## src/rtl/ext_intr_ctrl_pkg.sv

```systemverilog
// Shared types and constants for the external interrupt controller.
package ext_intr_ctrl_pkg;

    localparam int unsigned ICR_DATA_W    = 32;
    localparam int unsigned ICR_ADDR_W    = 3;
    localparam int unsigned ICR_ID_W      = 4;
    localparam int unsigned ICR_CAUSE_W   = 31;
    localparam int unsigned ICR_CAUSE_OFS = 16;

    localparam logic [ICR_ADDR_W-1:0] ICR_PENDING  = 3'd0;
    localparam logic [ICR_ADDR_W-1:0] ICR_ENABLE   = 3'd1;
    localparam logic [ICR_ADDR_W-1:0] ICR_EDGE     = 3'd2;
    localparam logic [ICR_ADDR_W-1:0] ICR_CLAIM    = 3'd3;
    localparam logic [ICR_ADDR_W-1:0] ICR_COMPLETE = 3'd4;

    typedef enum logic [1:0] {
        ICR_IDLE    = 2'd0,
        ICR_REQ     = 2'd1,
        ICR_SERVICE = 2'd2
    } icr_state_e;

endpackage

```

## src/rtl/ext_intr_ctrl_if.sv

```systemverilog
// Register bus between firmware-facing master and the interrupt controller.
interface ext_intr_ctrl_if;

    logic                                        wr;
    logic [ext_intr_ctrl_pkg::ICR_ADDR_W-1:0]    addr;
    logic [ext_intr_ctrl_pkg::ICR_DATA_W-1:0]    wdata;
    logic [ext_intr_ctrl_pkg::ICR_DATA_W-1:0]    rdata;

    modport master (output wr, output addr, output wdata, input  rdata);
    modport slave  (input  wr, input  addr, input  wdata, output rdata);

endinterface

```

## src/rtl/ext_intr_ctrl_sync_2ff.sv

```systemverilog
// Two-flop synchroniser for lines asynchronous to clk_i.
module sync_2ff #(
    parameter int unsigned WIDTH = 1
) (
    input  logic             clk_i,
    input  logic             rst_i,
    input  logic [WIDTH-1:0] d_i,
    output logic [WIDTH-1:0] q_o
);

    logic [WIDTH-1:0] meta;

    always_ff @(posedge clk_i or posedge rst_i) begin
        if (rst_i) begin
            meta <= '0;
            q_o  <= '0;
        end else begin
            meta <= d_i;
            q_o  <= meta;
        end
    end

endmodule

```

## src/rtl/ext_intr_ctrl.sv

```systemverilog
// External interrupt controller: synchronise, latch pending, fixed-priority
// arbitrate, request to the CSR unit and track claim/complete.
module ext_intr_ctrl
    import ext_intr_ctrl_pkg::*;
#(
    parameter int unsigned NUM_SRC   = 8,
    parameter int unsigned CAUSE_OFS = ICR_CAUSE_OFS
) (
    input  logic                   clk_i,
    input  logic                   rst_i,
    input  logic [NUM_SRC-1:0]     src_i,
    ext_intr_ctrl_if.slave         bus,
    input  logic                   int_ack_i,
    output logic                   m_ext_intr_o,
    output logic [ICR_CAUSE_W-1:0] mcause_o
);

    logic [NUM_SRC-1:0]  sync;
    logic [NUM_SRC-1:0]  sync_q;
    logic [NUM_SRC-1:0]  rise;
    logic [NUM_SRC-1:0]  pend_q;
    logic [NUM_SRC-1:0]  enable_q;
    logic [NUM_SRC-1:0]  edge_q;
    logic [NUM_SRC-1:0]  id_mask;
    logic [NUM_SRC-1:0]  claim_mask;
    logic [NUM_SRC-1:0]  isr_mask;
    logic [NUM_SRC-1:0]  eligible;
    logic [ICR_ID_W-1:0] id_q;
    logic [ICR_ID_W-1:0] win_id;
    logic                win_vld;
    logic                id_elig;
    logic                claim;
    logic                complete_hit;
    icr_state_e          state_q;
    logic                unused_wdata;

    sync_2ff #(.WIDTH(NUM_SRC)) u_sync (
        .clk_i (clk_i),
        .rst_i (rst_i),
        .d_i   (src_i),
        .q_o   (sync)
    );

    assign rise         = sync & ~sync_q;
    assign id_mask      = NUM_SRC'(1) << id_q;
    assign claim        = (state_q == ICR_REQ) && int_ack_i;
    assign claim_mask   = claim ? id_mask : '0;
    assign isr_mask     = (state_q == ICR_SERVICE) ? id_mask : '0;
    assign eligible     = pend_q & enable_q & ~isr_mask;
    assign id_elig      = |(eligible & id_mask);
    assign complete_hit = bus.wr && (bus.addr == ICR_COMPLETE)
                          && (bus.wdata[ICR_ID_W-1:0] == id_q);
    assign unused_wdata = &{1'b0, bus.wdata[ICR_DATA_W-1:NUM_SRC]};

    // Edge sources: a new rise wins over a same-cycle claim. Level sources follow sync.
    always_ff @(posedge clk_i or posedge rst_i) begin
        if (rst_i) begin
            sync_q <= '0;
            pend_q <= '0;
        end else begin
            sync_q <= sync;
            pend_q <= (edge_q & ((pend_q & ~claim_mask) | rise)) | (~edge_q & sync);
        end
    end

    always_ff @(posedge clk_i or posedge rst_i) begin
        if (rst_i) begin
            enable_q <= '0;
            edge_q   <= '0;
        end else if (bus.wr) begin
            if (bus.addr == ICR_ENABLE) enable_q <= bus.wdata[NUM_SRC-1:0];
            if (bus.addr == ICR_EDGE)   edge_q   <= bus.wdata[NUM_SRC-1:0];
        end
    end

    // Lowest eligible index wins.
    always_comb begin
        win_id  = '0;
        win_vld = 1'b0;
        for (int i = int'(NUM_SRC) - 1; i >= 0; i--) begin
            if (eligible[i]) begin
                win_id  = ICR_ID_W'(i);
                win_vld = 1'b1;
            end
        end
    end

    always_ff @(posedge clk_i or posedge rst_i) begin
        if (rst_i) begin
            state_q      <= ICR_IDLE;
            id_q         <= '0;
            m_ext_intr_o <= 1'b0;
            mcause_o     <= '0;
        end else begin
            case (state_q)
                ICR_IDLE: begin
                    if (win_vld) begin
                        state_q      <= ICR_REQ;
                        id_q         <= win_id;
                        mcause_o     <= ICR_CAUSE_W'(CAUSE_OFS) + ICR_CAUSE_W'(win_id);
                        m_ext_intr_o <= 1'b1;
                    end
                end
                ICR_REQ: begin
                    if (int_ack_i) begin
                        state_q      <= ICR_SERVICE;
                        m_ext_intr_o <= 1'b0;
                    end else if (!id_elig) begin
                        state_q      <= ICR_IDLE;
                        m_ext_intr_o <= 1'b0;
                    end
                end
                ICR_SERVICE: begin
                    if (complete_hit) state_q <= ICR_IDLE;
                end
                default: begin
                    state_q      <= ICR_IDLE;
                    m_ext_intr_o <= 1'b0;
                end
            endcase
        end
    end

    always_comb begin
        bus.rdata = '0;
        case (bus.addr)
            ICR_PENDING: bus.rdata = ICR_DATA_W'(pend_q);
            ICR_ENABLE:  bus.rdata = ICR_DATA_W'(enable_q);
            ICR_EDGE:    bus.rdata = ICR_DATA_W'(edge_q);
            ICR_CLAIM:   bus.rdata = {(state_q == ICR_SERVICE), 27'b0, id_q};
            default:     bus.rdata = '0;
        endcase
    end

endmodule

```

## src/flat_wrapper.sv

```systemverilog
// flat-port wrapper written by rule: the top's interface ports become plain ports
module ext_intr_ctrl_flat import ext_intr_ctrl_pkg::*;
#(
    parameter int unsigned NUM_SRC   = 8,
    parameter int unsigned CAUSE_OFS = ICR_CAUSE_OFS
)
  (clk_i, rst_i, src_i, int_ack_i, m_ext_intr_o, mcause_o, bus_wr, bus_addr, bus_wdata, bus_rdata);
  ext_intr_ctrl_if bus_i ();
  input  logic clk_i;
  input  logic rst_i;
  input  logic [NUM_SRC-1:0] src_i;
  input  logic int_ack_i;
  output logic m_ext_intr_o;
  output logic [ICR_CAUSE_W-1:0] mcause_o;
  input wire logic [$bits(bus_i.wr)-1:0] bus_wr;
  input wire logic [$bits(bus_i.addr)-1:0] bus_addr;
  input wire logic [$bits(bus_i.wdata)-1:0] bus_wdata;
  output wire logic [$bits(bus_i.rdata)-1:0] bus_rdata;
  assign bus_i.wr = bus_wr;
  assign bus_i.addr = bus_addr;
  assign bus_i.wdata = bus_wdata;
  assign bus_rdata = bus_i.rdata;
  ext_intr_ctrl #(.NUM_SRC(NUM_SRC), .CAUSE_OFS(CAUSE_OFS)) u_core (.clk_i(clk_i), .rst_i(rst_i), .src_i(src_i), .bus(bus_i), .int_ack_i(int_ack_i), .m_ext_intr_o(m_ext_intr_o), .mcause_o(mcause_o));
endmodule
```

## config.mk

```make
export PLATFORM = sky130hd
export DESIGN_NAME = ext_intr_ctrl_flat
export DESIGN_NICKNAME = d
export VERILOG_FILES = /design/src/rtl/ext_intr_ctrl_pkg.sv /design/src/rtl/ext_intr_ctrl_if.sv /design/src/rtl/ext_intr_ctrl_sync_2ff.sv /design/src/rtl/ext_intr_ctrl.sv /design/src/flat_wrapper.sv
export SDC_FILE = /design/constraint.sdc
export NUM_CORES = 1
export LEC_CHECK = 0
export BUFFER_PORTS_ARGS = -buffer_cell sky130_fd_sc_hd__buf_4
export CAP_MARGIN = 10
export CORE_ASPECT_RATIO = 2
export CORE_MARGIN = 1
export CORE_UTILIZATION = 40
export DETAILED_ROUTE_END_ITERATION = 8
export MAX_ROUTING_LAYER = met4
export PLACE_DENSITY = 0.68
export SKIP_LAST_GASP = 1
export SYNTH_ARGS = -nofsm -noshare
export SYNTH_HDL_FRONTEND = slang
export SYNTH_SLANG_ARGS = --single-unit
```

## constraint.sdc

```tcl
create_clock -name clk_i -period 2.63 [get_ports clk_i]
set_clock_uncertainty 0.2 [all_clocks]
set_input_delay 0.263 -clock clk_i [delete_from_list [all_inputs] [get_ports clk_i]]
set_output_delay 0.263 -clock clk_i [all_outputs]
set_load 0.02 [all_outputs]
```

==> results of run 1 <==
## metal layers
metal,vias up,global-route usage (%),share of wire [%]
li1,920,-,-
met3,25,3.079,3.8
met4,0,14.72,6.1
met5,-,-,0
met2,90,30.59,56
met1,995,17.73,34
## layout make-up
type | instances | area (um2) | area share (%)
sequential | 55 | 1376 | 41.21
tap | 90 | 112.6 | 3.372
inverter | 3 | 11.26 | 0.3372
multi-input combinational | 192 | 1254 | 37.54
clock inverter | 3 | 47.55 | 1.424
timing repair buffer | 52 | 412.9 | 12.36
clock buffer | 5 | 125.1 | 3.747
## cells by family after synthesis
group | share of synthesized area, %
other | 0.1303
flip-flops | 47.83
buffers and inverters | 15.00
AND/OR/NAND/NOR | 12.83
XOR/XNOR | 0.9132
multiplexers | 11.65
AO/OA/AOI/OAI | 11.65
## synthesized netlist by cell type, drive strengths merged (2+ instances only)
master,number,share of area (%)
or2,2,0.44
mux4,4,3.1
nand3,5,0.87
nor2,15,2.0
nor2b,7,1.5
mux2,17,6.8
and2,3,0.65
dfrtp,55,48
xor2,3,0.91
a2bb2oi,2,0.61
buf,54,14
clkbuf,6,0.78
a22o,2,0.65
a21oi,13,2.3
nand3b,2,0.52
a21o,3,0.78
a41oi,2,0.87
and4bb,2,1.0
mux2i,5,1.7
inv,3,0.39
nand2,25,3.3
o21ai,4,0.70
a32o,8,2.8
## flip-flops by register name, indices dropped and copies added, names as in the netlist
register and flops:
u_core.edge_q 8, u_core.sync_q 8, u_core.u_sync.meta 8, u_core.state_q 2, u_core.enable_q 8, u_core.u_sync.q_o 8, u_core.mcause_o 2, u_core.m_ext_intr_o 1
u_core.id_q 2, u_core.pend_q 8
## power by group through the flow
stage	Combinational (mW)	Clock (mW)	Sequential, mW
floorplan	0.796	0	1.15
global placement	0.990	0	1.20
detailed placement	0.998	0	1.21
CTS	1.01	0.776	1.19
global route	1.10	0.800	1.22
finish	1.01	0.760	1.20
## timing repair
action / 4_1_cts / 5_1_grt
hold buffers: 9 / 0
endpoints found under the hold margin: 32 / 0
endpoints found under the setup margin: 0 / 0
## final timing paths
kind	startpoint	endpoint	slack, ps	cells after the start
max reg2reg	u_core.id_q[1]	u_core.id_q[0]	380	5
min	bus_wdata[4]	u_core.enable_q[4]	9	2
min in group asynchronous	rst_i	u_core.u_sync.q_o[0]	350	3
min reg2reg	u_core.u_sync.meta[6]	u_core.u_sync.q_o[6]	150	0
max in group asynchronous	rst_i	u_core.enable_q[3]	1240	4
max	u_core.id_q[1]	bus_rdata[1]	340	4
## worst max-delay path: stages, from the launching register on
cell     delay, ps
dfrtp_1        520
buf_4          240
mux4_2         460
nor2b_1        160
buf_4          160
## through the flow
stage,utilization [%],hold WS [ps],power (mW),std cells
floorplan,-,94.43,1.947,310
global placement,44.33,125.1,2.194,383
detailed placement,44.33,133.4,2.207,383
CTS,48.12,6.809,2.982,400
global route,48.12,11.27,3.119,400
finish,48.12,9.496,2.966,400
==> flow_summary.yaml, run 1 <==
run_status:
  outcome: "finished clean"
layout:
  final_layout_size_suffix_gt1_share_pct: 25.48
  final_cell_mix: "dfrtp_1, conb_1, buf_4"
  diodes: 0
  n_fill_cell: 642
  nets: 356
  postLayoutCellArea_um2: 3339
  final_common_cell: "dfrtp_1"
  syn_to_final_growth_pct: 16.04
grt:
  grt_start_max_net_pins: 27
  grt_overflow: 0
  antenna_found_initial: 0
  grt_pass1_vias: 2039
  grt_usage_pct: 18.46
  grt_pass1_wl_um: 9591
placement:
  numPortBuffers: 36
  dp_hpwl_um: 4668
  dpl_cell_area_um2: 3077
  place_ws_ps: 401.8
  gp_congestion: 0.9065
clocking:
  htreeDepth: 2
  cts_resized: 0
  ctsRootBufferMaster: "clkbuf_16"
  clk_pin_slew_ps: 70
  insertion_delay_ps: 300
  clk_path_buf_depth: 2
  cts_tree: "yes"
  numCtsBuffers: 5
  postCtsSetupBuffers: 0
  cts.sinks: 55
power_and_ir_drop:
  switchingPower_mw: 1.047
  clkPwrFrac_pct: 25.6
  p_per_area_nw_per_um2: 888.3
  p_int_mw: 1.919
  seqPwrFrac_pct: 40.5
  ir_drop_uv: 435.3
  p_comb_share_pct: 33.9
  p_leak_nw: 1.541
  switching_share_pct: 35.30
sta:
  fin_ws_ps: 338.9
  max_clock_freq_mhz: 436.5
  hold_viol_final: 0
  setup_violations: 0
  worst_pin_slew_ps: 505.5
  period_needed_ps: 2291
  rsz0062_at_grt: "no"
  slew-limit-headroom_pct: 66.25
  drv_slew: 0
  fin_setup_tns_ps: 0
  fin_crit_sh_pct: 87.12
routing:
  wl_per_cell_um: 15.21
  first_iter_violations: 70
  via_count: 2030
  first_pass_iters: 4
  drc: 0
  vias_per_cell: 5.075
  detail-route-antenna-nets: 0
  wirelength_um: 6084
synth:
  syn_area_um2: 2878
  postSynthCellCount: 261
  synth_seq_cells: 55
  synth_flop_cell: "dfrtp_1"
  synth.distinct_cells: 49
  syn_area_per_cell_um2: 11.03
  synthArstFlopShare_pct: 100.0
  ys.warnings.count: 0
  ys_seq_area_share_pct: 47.83
  synth_edf_count: 0
critical_path:
  crit_path_end_kind: "output port"
  cp_max_fo: 11
  critPathRequiredTime_ps: 2170
  critPathArrivalTime_ps: 1830
  crit_type: "reg -> out"
  cp-start-kind: "flip-flop"
job:
  cap_violations: 0
die:
  start_util_pct: 41.46
  die_y_um: 122.0
  placementRows: 43
  die_w_um: 61.98
  pin_count: 111
  die_area_um2: 7558
  coreArea_um2: 6940
hold_path:
  holdCritPathClass: "in -> reg"
No activity file was read; power rests on OpenSTA's default activity.
==> run 2, diff against run 1 <==
Clock period 2.63 ns to 2.3 ns, I/O delays scaled along.
==> run 2 against run 1 <==
  * Power rose by 14%
  * Highest routed layer unchanged
  * Critical path depth did not move
  * Clock power rose by 12%
  * Count of clock-buffer cells in the layout did not move
  * Cell count rose by 2.3%
  * Combinational power rose by 20%
==> flow_summary.yaml, run 2 (same netlist as run 1, synthesis figures left out) <==
run_status:
  outcome: "finished clean"
critical_path:
  cpPeakStageDelay_ps: 470
  r2r_start: "u_core.state_q[0]"
  cp_common_cell: "buf_4"
  crit_chain: "buf_4 > mux4_2 > nor2b_1 > buf_4"
  critPathRequiredTime_ps: 1870
  crit_type: "reg -> out"
  reg2reg_setup_slack_ps: 160
  cp-startpoint: "u_core.id_q[1]"
  worstSetupPathDepth: 4
  cp_max_fo: 15
  crit_path_top_delay_cell: "mux4_2"
  path_delay_family: "multiplexers"
  crit_buf_inv: 2
  endpoint: "bus_rdata[1]"
  cp-start-kind: "flip-flop"
  ff2ff_path_depth: 5
  crit_path_end_kind: "output port"
  critPathArrivalTime_ps: 1720
  r2r-end: "u_core.id_q[0]"
clocking:
  htreeDepth: 2
  ctsRootBufferMaster: "clkbuf_16"
  cts_tree: "yes"
  hold_buffers: 16
  clk_pin_slew_ps: 70
  clk_path_buf_depth: 2
  postCtsSetupBuffers: 0
  cts_resized: 0
  cts.sinks: 55
  insertion_delay_ps: 290
  numCtsBuffers: 5
die:
  coreArea_um2: 6940
  die_y_um: 122.0
  pin_count: 111
  placementRows: 43
  start_util_pct: 41.46
  die_w_um: 61.98
  die_area_um2: 7558
grt:
  grt_start_max_net_pins: 56
  grt_pass1_wl_um: 9439
  grt_pass1_vias: 1908
  antenna_found_initial: 0
  grt_overflow: 0
  grt_usage_pct: 18.24
routing:
  wirelength_um: 5956
  drc: 0
  wl_per_cell_um: 14.56
  via_count: 2079
  detail-route-antenna-nets: 0
  vias_per_cell: 5.083
  first_pass_iters: 5
  first_iter_violations: 68
power_and_ir_drop:
  ir_drop_uv: 391.5
  p_per_area_nw_per_um2: 988.4
  total_power_mw: 3.396
  p_leak_nw: 1.583
sta:
  period_needed_ps: 2152
  fin_setup_tns_ps: 0
  fin_crit_sh_pct: 93.56
  hold_viol_final: 0
  setup_violations: 0
  max_clock_freq_mhz: 464.7
  rsz0062_at_grt: "no"
  drv_slew: 0
layout:
  final_common_cell: "dfrtp_1"
  diodes: 0
  final_layout_size_suffix_gt1_share_pct: 25.08
  syn_to_final_growth_pct: 19.39
  final_cell_mix: "dfrtp_1, conb_1, buf_4"
  nets: 365
  n_fill_cell: 648
job:
  cap_violations: 0
placement:
  gp_congestion: 0.9617
  numPortBuffers: 36
  dp_hpwl_um: 4402
hold_path:
  holdCritPathClass: "in -> reg"
==> run 2: final cells by class <==
cell class	instances	area, um2	area share, %
Clock inverter	3	43.79	1.275
Clock buffer	5	125.1	3.642
Timing Repair Buffer	61	513.0	14.93
Multi-Input combinational cell	192	1254	36.49
Inverter	3	11.26	0.3277
Sequential cell	55	1376	40.06
Tap cell	90	112.6	3.277
==> run 2: worst min-delay path by stage <==
stage | start | to | depth (start not counted)
6_report | int_ack_i | u_core.state_q[1] | 3
3_5_place_dp | rst_i | u_core.u_sync.meta[2] | 3
5_1_grt | int_ack_i | u_core.state_q[1] | 3
3_3_place_gp | rst_i | u_core.u_sync.meta[0] | 3
2_1_floorplan | src_i[0] | u_core.u_sync.meta[0] | 0
4_1_cts | bus_wdata[1] | u_core.edge_q[1] | 2
==> run 2: per-layer routing <==
layer	vias to the layer above	wire [um]	GRT usage, %
met4	0	275	11.39
met5	-	0	-
met1	1035	2075	18.54
li1	934	-	-
met2	92	3342	30.45
met3	18	263	3.503
==> run 2: report_power, final <==
part / total [mW] / switching (mW) / internal, mW / leakage [nW]
clock: 0.855 / 0.341 / 0.514 / 0.0838
combinational: 1.21 / 0.642 / 0.572 / 0.855
sequential: 1.33 / 0.191 / 1.14 / 0.644
==> run 2: worst register-to-register path: cells and delay by family, from the launching register on <==
kind | cells | cell delay, ps
compound gates | 3 | 780
flops | 1 | 520
mux | 1 | 250
simple gates | 1 | 270
==> run 2: per-stage QoR <==
step	std cells	util (%)	worst slack (ps)	hold slack, ps	area, um2
after global placement	384	44.62	183.6	104.4	3097
after global routing	409	49.50	83.83	89.85	3436
after floorplan	310	-	217.5	61.43	3062
after detailed placement	384	44.62	168.7	111.9	3097
final	409	49.50	148.1	60.91	3436
after CTS	408	49.36	123.1	0.6694	3426
